File: config.mk
export PLATFORM = sky130hd
export DESIGN_NAME = drp_pll_responder
export DESIGN_NICKNAME = d
export VERILOG_FILES = /design/src/rtl/drp_pkg.sv /design/src/rtl/pll_lock_timer.sv /design/src/rtl/drp_pll_responder.sv
export SDC_FILE = /design/constraint.sdc
export NUM_CORES = 1
export LEC_CHECK = 0
export ABC_AREA = 1
export CORE_MARGIN = 5
export CORE_UTILIZATION = 41
export CTS_CLUSTER_SIZE = 25
export DETAILED_ROUTE_END_ITERATION = 10
export PLACE_DENSITY_LB_ADDON = 0.25
export SYNTH_ARGS = -nofsm -noshare
export SYNTH_HDL_FRONTEND = slang
export SYNTH_HIERARCHICAL = 1
export SYNTH_SLANG_ARGS = --single-unit
export TNS_END_PERCENT = 5
File: constraint.sdc
create_clock -name CLK -period 1.6 [get_ports CLK]
set_input_delay 0.4 -clock CLK [delete_from_list [all_inputs] [get_ports CLK]]
set_output_delay 0.4 -clock CLK [all_outputs]
set_load 0.005 [all_outputs]
File: src/rtl/drp_pkg.sv
// Shared DRP widths and FSM state encodings for the PLL DRP responder.
package drp_pkg;
  localparam int DRP_AW = 5;
  localparam int DRP_DW = 16;

  typedef enum logic {IDLE, BUSY} acc_state_t;
  typedef enum logic [1:0] {HOLD, COUNT, LOCK} lock_state_t;
endpackage

File: src/rtl/pll_lock_timer.sv
// Models PLL LOCKED: rises LOCK_CYC cycles after RST_PLL is seen low, drops as soon as RST_PLL is seen high.
module pll_lock_timer
  import drp_pkg::*;
#(
  parameter int LOCK_CYC = 64
) (
  input  logic CLK,
  input  logic RSTXO,
  input  logic RST_PLL,
  output logic LOCKED
);

  localparam logic [15:0] LAST_CNT = 16'(LOCK_CYC - 1);

  lock_state_t r_state;
  logic [15:0] r_cnt;
  logic        r_locked;

  always_ff @(posedge CLK or negedge RSTXO) begin
    if (!RSTXO) begin
      r_state  <= HOLD;
      r_cnt    <= '0;
      r_locked <= 1'b0;
    end else if (RST_PLL) begin
      r_state  <= HOLD;
      r_cnt    <= '0;
      r_locked <= 1'b0;
    end else begin
      case (r_state)
        HOLD: r_state <= COUNT;
        COUNT: begin
          if (r_cnt == LAST_CNT) begin
            r_state  <= LOCK;
            r_locked <= 1'b1;
          end else if (r_cnt != 16'hFFFF) begin
            r_cnt <= r_cnt + 16'd1;
          end
        end
        LOCK: r_locked <= 1'b1;
        default: begin
          r_state  <= HOLD;
          r_locked <= 1'b0;
        end
      endcase
    end
  end

  assign LOCKED = r_locked;

endmodule

File: src/rtl/drp_pll_responder.sv
// DRP responder standing in for a PLL: 32x16 register file, fixed-latency DRDY, modelled LOCKED.
// Define DRP_PLL_RESPONDER_ERR_EN to build the sticky protocol-error (ERR) logic.
module drp_pll_responder
  import drp_pkg::*;
#(
  parameter int ACK_LAT  = 4,
  parameter int LOCK_CYC = 64
) (
  input  logic              CLK,
  input  logic              RSTXO,
  input  logic              DEN,
  input  logic              DWE,
  input  logic [DRP_AW-1:0] DADDR,
  input  logic [DRP_DW-1:0] DI,
  output logic [DRP_DW-1:0] DO,
  output logic              DRDY,
  input  logic              RST_PLL,
  output logic              LOCKED,
  output logic              ERR
);

  localparam logic [3:0] LAT_LOAD = 4'(ACK_LAT - 1);

  acc_state_t        r_state;
  logic [3:0]        r_lat;
  logic              r_we;
  logic [DRP_AW-1:0] r_addr;
  logic [DRP_DW-1:0] r_mem [2**DRP_AW];
  logic [DRP_DW-1:0] r_do;
  logic              r_drdy;
  logic              w_accept;
  logic              w_locked;

  // The DRDY cycle is still part of the access, so a strobe there is refused too.
  assign w_accept = DEN && (r_state == IDLE) && !r_drdy;

  always_ff @(posedge CLK or negedge RSTXO) begin
    if (!RSTXO) begin
      for (int i = 0; i < 2**DRP_AW; i++) r_mem[i] <= '0;
    end else if (w_accept && DWE) begin
      r_mem[DADDR] <= DI;
    end
  end

  always_ff @(posedge CLK or negedge RSTXO) begin
    if (!RSTXO) begin
      r_state <= IDLE;
      r_lat   <= '0;
      r_we    <= 1'b0;
      r_addr  <= '0;
      r_do    <= '0;
      r_drdy  <= 1'b0;
    end else begin
      r_drdy <= 1'b0;
      r_do   <= '0;
      case (r_state)
        IDLE: begin
          if (w_accept) begin
            r_we   <= DWE;
            r_addr <= DADDR;
            if (ACK_LAT == 1) begin
              r_drdy <= 1'b1;
              if (!DWE) r_do <= r_mem[DADDR];
            end else begin
              r_lat   <= LAT_LOAD;
              r_state <= BUSY;
            end
          end
        end
        BUSY: begin
          r_lat <= r_lat - 4'd1;
          if (r_lat == 4'd1) begin
            r_drdy  <= 1'b1;
            r_state <= IDLE;
            if (!r_we) r_do <= r_mem[r_addr];
          end
        end
        default: r_state <= IDLE;
      endcase
    end
  end

  pll_lock_timer #(.LOCK_CYC(LOCK_CYC)) u_lock (
    .CLK    (CLK),
    .RSTXO  (RSTXO),
    .RST_PLL(RST_PLL),
    .LOCKED (w_locked)
  );

`ifdef DRP_PLL_RESPONDER_ERR_EN
  logic r_err;

  // Sticky: refused strobes and writes into a running (locked, unreset) PLL.
  always_ff @(posedge CLK or negedge RSTXO) begin
    if (!RSTXO) begin
      r_err <= 1'b0;
    end else if ((DEN && !w_accept) || (w_accept && DWE && !RST_PLL && w_locked)) begin
      r_err <= 1'b1;
    end
  end

  assign ERR = r_err;
`else
  assign ERR = 1'b0;
`endif

  assign DO     = r_do;
  assign DRDY   = r_drdy;
  assign LOCKED = w_locked;

endmodule

# Word level (Yosys, flattened, before mapping)
# Cells that the tools add are included.
# W data, S select, Z words.
# totals
ff_bits,559
inputBits,26
output_inout_bits,19
wordCells,97
# op_classes
n_addsub,2
magnitude_cmp,3
n_eq_ne,10
muxes,26
bitwise,3
n_reduce_logical,12
# op_table
cell,n
$bwmux W512,1
$mux W16,10
$bmux W16 S5,1
$demux W16 S5,1
$add A16 B1 Y16 const B,1
$eq A16 B6 Y1 const B,1
$ne A16 B16 Y1 const B,1
$ge A6 B6 Y1 const B,2
$not A5 Y6,2
$ne A2 B2 Y1 const B,4
$pmux W4 S2,1
$lt A6 B1 Y1 const B,1
$mux W1,6
$pmux W2 S3,1
$reduce_and A2 Y1,3
$eq A4 B1 Y1 const B,1
$logic_and A1 B1 Y1,4
$mux W2,2
$mux W4,1
$reduce_bool A2 Y1,2
$sub A4 B1 Y4 const B,1
$ne A3 B2 Y1 const B,1
$pmux W1 S3,1
$reduce_and A3 Y1,1
6 further kinds,6

# Logic depth before layout (Yosys ltp)
# Gate-level depths: netlist of run 1.
# logic_depth
word_depth,7
ltp_mapped,13
depth_no_buf,9

# Modules after synthesis
# Netlist of run 1, hierarchy kept.
# by_module_without_submodules
module,instances,cells_per_inst,area_per_inst_um2,seq_area_each_um2
drp_pll_responder,1,3058,24773.8,13513.0
pll_lock_timer,1,196,1351.3,475.5

# Least setup slack after synthesis of run 1
# OpenSTA, ideal clock, no wires.
# synth_timing
path_kind,flip-flop to flip-flop
from,reg r_state (netlist name)
to,reg r_mem[61] in the netlist's numbering
setup_time_ns,0.127
t_arrival_ns,1.407
t_required_ns,1.473
path_slack_ns,0.066
stages_incl_launch_ff,10
n_path_buf,2
synth_period_minus_slack_ns,1.534
path_cell_list,dfrtp_1 -> nor2_2 -> nand2_2 -> inv_4 -> nand3_4 -> or2_1 -> buf_2 -> buf_6 -> nand2_1 -> o21ai_2
# synth_rtl
element,line_no,rtl
"to (signal, indexed assignment)",drp_pll_responder.sv:41,r_mem[DADDR] <= DI;
to (decl),drp_pll_responder.sv:28,logic [DRP_DW-1:0] r_mem [2**DRP_AW];

# Worst setup path in the final report of run 1
# layout_timing
from,reg r_addr[0]
to,"reg r_do[4], in the netlist DO[4]"
# layout_via
elab_chain_len,7
# layout_rtl
element,line_no,rtl
from (decl),drp_pll_responder.sv:27,logic [DRP_AW-1:0] r_addr;
from (signal assigned),drp_pll_responder.sv:50,r_addr <= '0;
from (signal assigned),drp_pll_responder.sv:60,r_addr <= DADDR;
$not A5 Y6 (not written as such),drp_pll_responder.sv:75,if (!r_we) r_do <= r_mem[r_addr];
$bmux W16 S5,drp_pll_responder.sv:75,
$mux W16 (not written as such) (2 in a row),drp_pll_responder.sv:75,
$mux W16,drp_pll_responder.sv:75,
$mux W16,drp_pll_responder.sv:72,if (r_lat == 4'd1) begin
$mux W16,drp_pll_responder.sv:56,case (r_state)
to (signal assigned),drp_pll_responder.sv:63,if (!DWE) r_do <= r_mem[DADDR];
to (signal assigned),drp_pll_responder.sv:75,
to (decl),drp_pll_responder.sv:29,logic [DRP_DW-1:0] r_do;
# Every way passes these cells. The select of a mux whose other input is x is not followed.
# A chain may end at the register's enable or synchronous reset.

==> flow_metrics.env, run 1 <==
export IMPL_cap_violations=0
export IMPL_htree_levels=3
export IMPL_power_leakage_nw=15.0
export IMPL_cts_tree="built"
export IMPL_fmax_mhz=523
export IMPL_max_clock_path_buffers=3
export IMPL_path_clk_slew_ns=0.06
export IMPL_ys_seq_elements=559
export IMPL_slew_headroom=0.589
export IMPL_violations="negative setup slack"
export IMPL_die_w_um=262
export IMPL_synthCells=3254
export IMPL_setup_tns_ns=-4.31
export IMPL_grt_pass1_wl_um=123000
export IMPL_regToRegSetupSlack_ns=-0.31
export IMPL_grt_use_met1=0.309
export IMPL_ir_worst_vdd_uv=846
export IMPL_cp_max_fo=8
export IMPL_met2_usage=0.354
export IMPL_synth_main_ff_cell="dfrtp_1"
export IMPL_root_buffer="clkbuf_16"
export IMPL_placed_area_mm2=0.0289
export IMPL_gr_usage_all_layers=0.222
export IMPL_r2r_end="DO[4]"
export IMPL_core_area_mm2=0.0631
export IMPL_start_util=0.414
export IMPL_slew_violations=0
export IMPL_antenna_left=0
export IMPL_path_class="flop to flop"
export IMPL_cts_sink_count=559
export IMPL_syn_num_nets=3287
export IMPL_syn_to_final_growth_pct=25.4
export IMPL_placementRows=92
export IMPL_clock_skew_ns=0.0301
export IMPL_postLayoutSetupSlackWorst_ns=-0.311
export IMPL_setup_viol=27
export IMPL_status="finished, violations left"
export IMPL_ioPinCount=45
export IMPL_layout_drive_gt1_share=0.179
export IMPL_wl_per_cell_um=19.3
export IMPL_critical_path_endpoint_type="flop"
export IMPL_worstPathArrival_ns=2.40
export IMPL_wl_um=82300
export IMPL_grt_pass1_vias=21200
export IMPL_min_path_type="input pin to async pin"
export IMPL_synth_avg_cell_area_um2=8.03
export IMPL_async_reset_ff_frac=1.00
export IMPL_final_area_mm2=0.0328
export IMPL_num_vias=22600
export IMPL_yosys_warnings=6
export IMPL_syn_area_mm2=0.0261
export IMPL_grt_ovfl_total=0
export IMPL_synth_distinct_cells=35
export IMPL_top_usage_layer="met2"
export IMPL_dp_cells=4092
export IMPL_portBuffers=43
export IMPL_hold_viol=0
export IMPL_first_pass_iters=5
export IMPL_crit_required_ns=2.09
export IMPL_worstRegToRegCells=13
export IMPL_final_nets=3395
export IMPL_gp_congestion=0.853
export IMPL_grt_max_degree=74
export IMPL_dp_hpwl_um=47400
export IMPL_cp_start_kind="flop"
export IMPL_antenna_found_initial=1
export IMPL_rsz0062_at_grt="yes"
export IMPL_drc=0
export IMPL_drt_initial_drc_count=2464
export IMPL_dieArea_mm2=0.0689
export IMPL_seq_area_frac_synth=0.535
export IMPL_synth_enable_flop_cells=0
export IMPL_cts_buffers=66
export IMPL_layoutNonFillerInstCount=4264
export IMPL_grt_met3_usage=0.0380
export IMPL_power_density_mw_per_mm2=1570
export IMPL_die_h_um=262
export IMPL_worst_pin_slew_ns=0.616
export IMPL_clock_latency_ns=0.62
export IMPL_min_period_ns=1.91
export IMPL_via_per_inst=5.31
export IMPL_final_period_utilization=1.19
export IMPL_r2r_start="r_addr[0]"
## cell usage after synthesis (25+ instances only)
master	count	share of area
nor2_1	104	0.015
a21oi_1	57	0.011
buf_2	113	0.022
nand3_1	373	0.071
buf_6	26	0.011
o21ai_2	32	0.011
clkbuf_1	76	0.011
buf_1	25	0.0036
nand2_1	1232	0.18
dfrtp_1	559	0.54
inv_1	67	0.0096
o21ai_0	434	0.083
o21ai_1	61	0.012
## worst max path at each step
stage          startpoint         end  slack, ns  cells past startpoint
2_1_floorplan     r_state   r_mem[61]       0.07                      9
3_3_place_gp     DADDR[3]  r_mem[339]      -0.59                     10
3_5_place_dp     DADDR[3]  r_mem[344]      -0.61                      9
4_1_cts         r_addr[0]       DO[4]      -0.33                     11
5_1_grt         r_addr[0]       DO[7]      -0.36                     10
6_report        r_addr[0]       DO[4]      -0.31                     13
## worst max-delay path: stages (launching register included)
cell and delay (ns):
dfrtp_4 0.44, buf_12 0.16, clkinv_16 0.09, buf_12 0.14, buf_16 0.14, nand2_1 0.09
nand3_2 0.08, nand3_2 0.07, nand2_1 0.07, nand2_1 0.08, nand2_2 0.05, nor2_2 0.16
nor2_1 0.06, buf_4 0.14
## stage by stage
stage                     power (W)   util  setup slack (ns)  hold slack, ns
after floorplan              0.0255      -            0.0661           0.104
after global placement       0.0322  0.459            -0.595           0.286
after detailed placement     0.0324  0.459            -0.607           0.292
after CTS                    0.0483  0.497            -0.326           0.240
after global routing         0.0541  0.519            -0.359           0.272
final                        0.0515  0.519            -0.311           0.259
## placed cells by master (no fill, tap or decap), types with 9 or more instances in the layout
master	instances
clkdlybuf4s50_1	23
buf_4	125
nand2_2	63
o21ai_2	32
a21oi_1	46
nor2_1	63
nand3_2	48
nand3_1	327
buf_12	89
nor2_4	29
clkbuf_1	19
buf_16	9
clkbuf_8	13
clkbuf_16	87
a21oi_2	11
o21ai_0	411
buf_6	10
nand2_1	1168
nor2_2	28
dfrtp_1	556
inv_1	66
clkbuf_2	10
o21ai_1	84
nand2_4	9
clkinv_2	11
## final cells by class
type | instances | area, um^2
well taps | 846 | 1060
inverters | 74 | 317
clock buffers | 99 | 1930
flip-flops and latches | 559 | 14000
fillers | 6000 | 30300
repair inverters | 1 | 8.76
clock inverters | 22 | 251
repair buffers | 298 | 3980
diodes | 3 | 7.51
multi-input cells | 2362 | 11200
## per-layer routing
layer / vias to the layer above / wire, um
met2: 727 / 38400
met4: 0 / 2810
met1: 11000 / 36300
met3: 156 / 4800
li1: 10800 / -
met5: - / 0
## report_power, final
| part | internal [W] | total [W] | switching (W) | leakage (nW) |
|---|---|---|---|---|
| combinational | 0.00801 | 0.0197 | 0.0117 | 6.25 |
| sequential | 0.0157 | 0.0166 | 0.000902 | 7.64 |
| clock | 0.00903 | 0.0152 | 0.00615 | 1.08 |
## cell families after synthesis
group,Yosys count,share of synthesized area
flip-flops,559,0.535
other,1,0.000144
AND/OR/NAND/NOR,1761,0.280
XOR/XNOR,7,0.00235
buffers and inverters,334,0.0624
AO/OA/AOI/OAI,585,0.117
adder cells (fa/ha/maj),7,0.00335
## state kept, by name, indices dropped and copies added (netlist names), 2 cells and up
| name | cells |
|---|---|
| r_mem | 512 |
| DO | 16 |
| u_lock/r_cnt | 16 |
| r_addr | 5 |
| r_lat | 4 |
| u_lock/r_state | 2 |
## what timing repair did
item                       in CTS  in global routing
resized for setup              80                231
hold buffers                    1                  0
setup endpoints to repair      34                386
pin swaps                       1                 64
hold endpoints to repair      100                  0
buffers inserted                0                 20
cloned                          3                 24
No activity file was read; power rests on OpenSTA's default activity.
==> run 2, diff against run 1 <==
--- a/config.mk
+++ b/config.mk
@@ -6,6 +6,7 @@
 export NUM_CORES = 1
 export LEC_CHECK = 0
 export ABC_AREA = 1
+export CORE_ASPECT_RATIO = 1.4
 export CORE_MARGIN = 5
 export CORE_UTILIZATION = 41
 export CTS_CLUSTER_SIZE = 25
==> run 2 against run 1 <==
The run still ends with negative setup slack left. Sequential share of layout area is 0.76 points higher. Fmax is 0.51% higher. Clock skew is 0.0063 ns lower. Critical path depth is 1 lower. Critical endpoint is now DO[1]. Largest power group unchanged. Wire length is 2.8% lower.
==> flow_metrics.env, run 2 (synthesis gave the netlist of run 1 again) <==
export IMPL_max_clock_path_buffers=3
export IMPL_critical_path_endpoint_type="flop"
export IMPL_dp_hpwl_um=49000
export IMPL_fin_util=0.510
export IMPL_wl_um=80000
export IMPL_setup_tns_ns=-4.21
export IMPL_fmax_mhz=526
export IMPL_drt_initial_drc_count=2381
export IMPL_grt_ovfl_total=0
export IMPL_placementRows=109
export IMPL_antenna_cells=0
export IMPL_regMostFlops="r_mem"
export IMPL_path_clk_slew_ns=0.07
export IMPL_dp_cells=4090
export IMPL_htree_levels=2
export IMPL_rsz0062_at_grt="yes"
export IMPL_hold_viol=0
export IMPL_mostFrequentLayoutCells="1148 x nand2_1, 556 x dfrtp_1, 388 x o21ai_0"
export IMPL_power_leakage_nw=14.7
export IMPL_layout_drive_gt1_share=0.178
export IMPL_final_period_utilization=1.19
export IMPL_r2r_start="r_addr[0]"
export IMPL_cap_violations=0
export IMPL_startpoint="r_addr[0]"
export IMPL_portBuffers=43
export IMPL_path_class="flop to flop"
export IMPL_cp_start_kind="flop"
export IMPL_dieArea_mm2=0.0689
export IMPL_setup_viol=16
export IMPL_cp_slowest_cell="dfrtp_4"
export IMPL_cp_max_fo=8
export IMPL_clock_skew_ns=0.0239
export IMPL_final_nets=3375
export IMPL_root_buffer="clkbuf_16"
export IMPL_gr_usage_all_layers=0.225
export IMPL_layoutNonFillerInstCount=4218
export IMPL_violations="negative setup slack"
export IMPL_grt_pass1_vias=21400
export IMPL_power_density_mw_per_mm2=1540
export IMPL_final_common_cell="nand2_1"
export IMPL_largest_register_ffs=512
export IMPL_cpPeakStageDelay_ns=0.46
export IMPL_slew_violations=0
export IMPL_via_per_inst=5.25
export IMPL_worstPathArrival_ns=2.40
export IMPL_first_pass_iters=5
export IMPL_worstPathCellList="buf_12 > clkinv_16 > buf_16 > buf_12 > nand2_1 > nand3_1 > nand3_2 > nand2_1 > nand2_2 > nand2_2 > nor2_4 > nor2_4"
export IMPL_die_h_um=309
export IMPL_syn_to_final_growth_pct=23.2
export IMPL_multi_input_area_mm2=0.0112
export IMPL_die_w_um=223
export IMPL_path_buf_inv=4
export IMPL_clock_latency_ns=0.62
export IMPL_slew_headroom=0.551
export IMPL_crit_required_ns=2.10
export IMPL_worst_pin_slew_ns=0.673
export IMPL_cts_buffers=55
export IMPL_min_path_type="input pin to async pin"
export IMPL_drc=0
export IMPL_gp_congestion=0.843
export IMPL_status="finished, violations left"
export IMPL_start_util=0.414
export IMPL_cts_tree="built"
export IMPL_ff_latch_area_mm2=0.0140
export IMPL_antenna_left=0
export IMPL_whs_ns=0.247
export IMPL_grt_max_degree=72
export IMPL_total_power_w=0.0497
export IMPL_fillers=5940
export IMPL_cp_top_family="simple AND/OR/NAND/NOR gates"
export IMPL_num_vias=22200
export IMPL_min_period_ns=1.90
export IMPL_wl_per_cell_um=19.0
export IMPL_core_area_mm2=0.0631
export IMPL_cts_sink_count=559
export IMPL_ir_worst_vdd_uv=966
export IMPL_grt_pass1_wl_um=124000
export IMPL_ioPinCount=45
export IMPL_antenna_found_initial=1
export IMPL_postLayoutSetupSlackWorst_ns=-0.301
-- run 2: power breakdown --
group / total (W) / internal, W / switching (W)
clock: 0.0134 / 0.00770 / 0.00569
combinational: 0.0196 / 0.00789 / 0.0117
sequential: 0.0166 / 0.0157 / 0.000921
total: 0.0497 / 0.0313 / 0.0184
-- run 2: repair_timing --
| item | in CTS | in global routing |
|---|---|---|
| buffers inserted | 2 | 11 |
| resized for setup | 115 | 230 |
| pin swaps | 11 | 63 |
| endpoints found under the hold margin | 147 | 0 |
| cloned | 3 | 12 |
| setup endpoints to repair | 34 | 248 |
| hold buffers | 1 | 0 |
-- run 2: stage by stage --
step	setup slack, ns	cell area, um^2
floorplan	0.0661	26100
global placement	-0.487	29100
detailed placement	-0.517	29100
CTS	-0.329	31300
global route	-0.362	32200
finish	-0.301	32200
-- run 2: layer usage --
layer,track usage,share of wire
met5,0,0
met2,0.383,0.49
met4,0.0887,0.037
met1,0.296,0.43
met3,0.0252,0.043
-- run 2: worst reg2reg max path: cells and delay by family, from the launching register on --
family / cells / cell delay, ns
and+or+nand+nor: 8 / 0.75
DFF: 1 / 0.46
buffers and inverters: 4 / 0.56
-- run 2: worst paths after layout --
kind | slack (ns) | depth (start not counted) | to
min in group CLK | 0.40 | 3 | r_mem[441]
worst min register to register | 0.48 | 2 | r_mem[185]
worst max-delay path | -0.30 | 12 | DO[1]
worst min-delay path | 0.25 | 2 | r_mem[164]
max in group asynchronous | 0.64 | 4 | r_mem[407]
worst max register to register | -0.30 | 12 | DO[1]
-- run 2: layout make-up --
| type | instances | share of cell area |
|---|---|---|
| flip-flops and latches | 559 | 0.435 |
| multi-input cells | 2361 | 0.347 |
| repair buffers | 290 | 0.118 |
| clock buffers | 79 | 0.0506 |
| well taps | 832 | 0.0323 |
| inverters | 74 | 0.00976 |
| clock inverters | 22 | 0.00715 |
| repair inverters | 1 | 0.000505 |
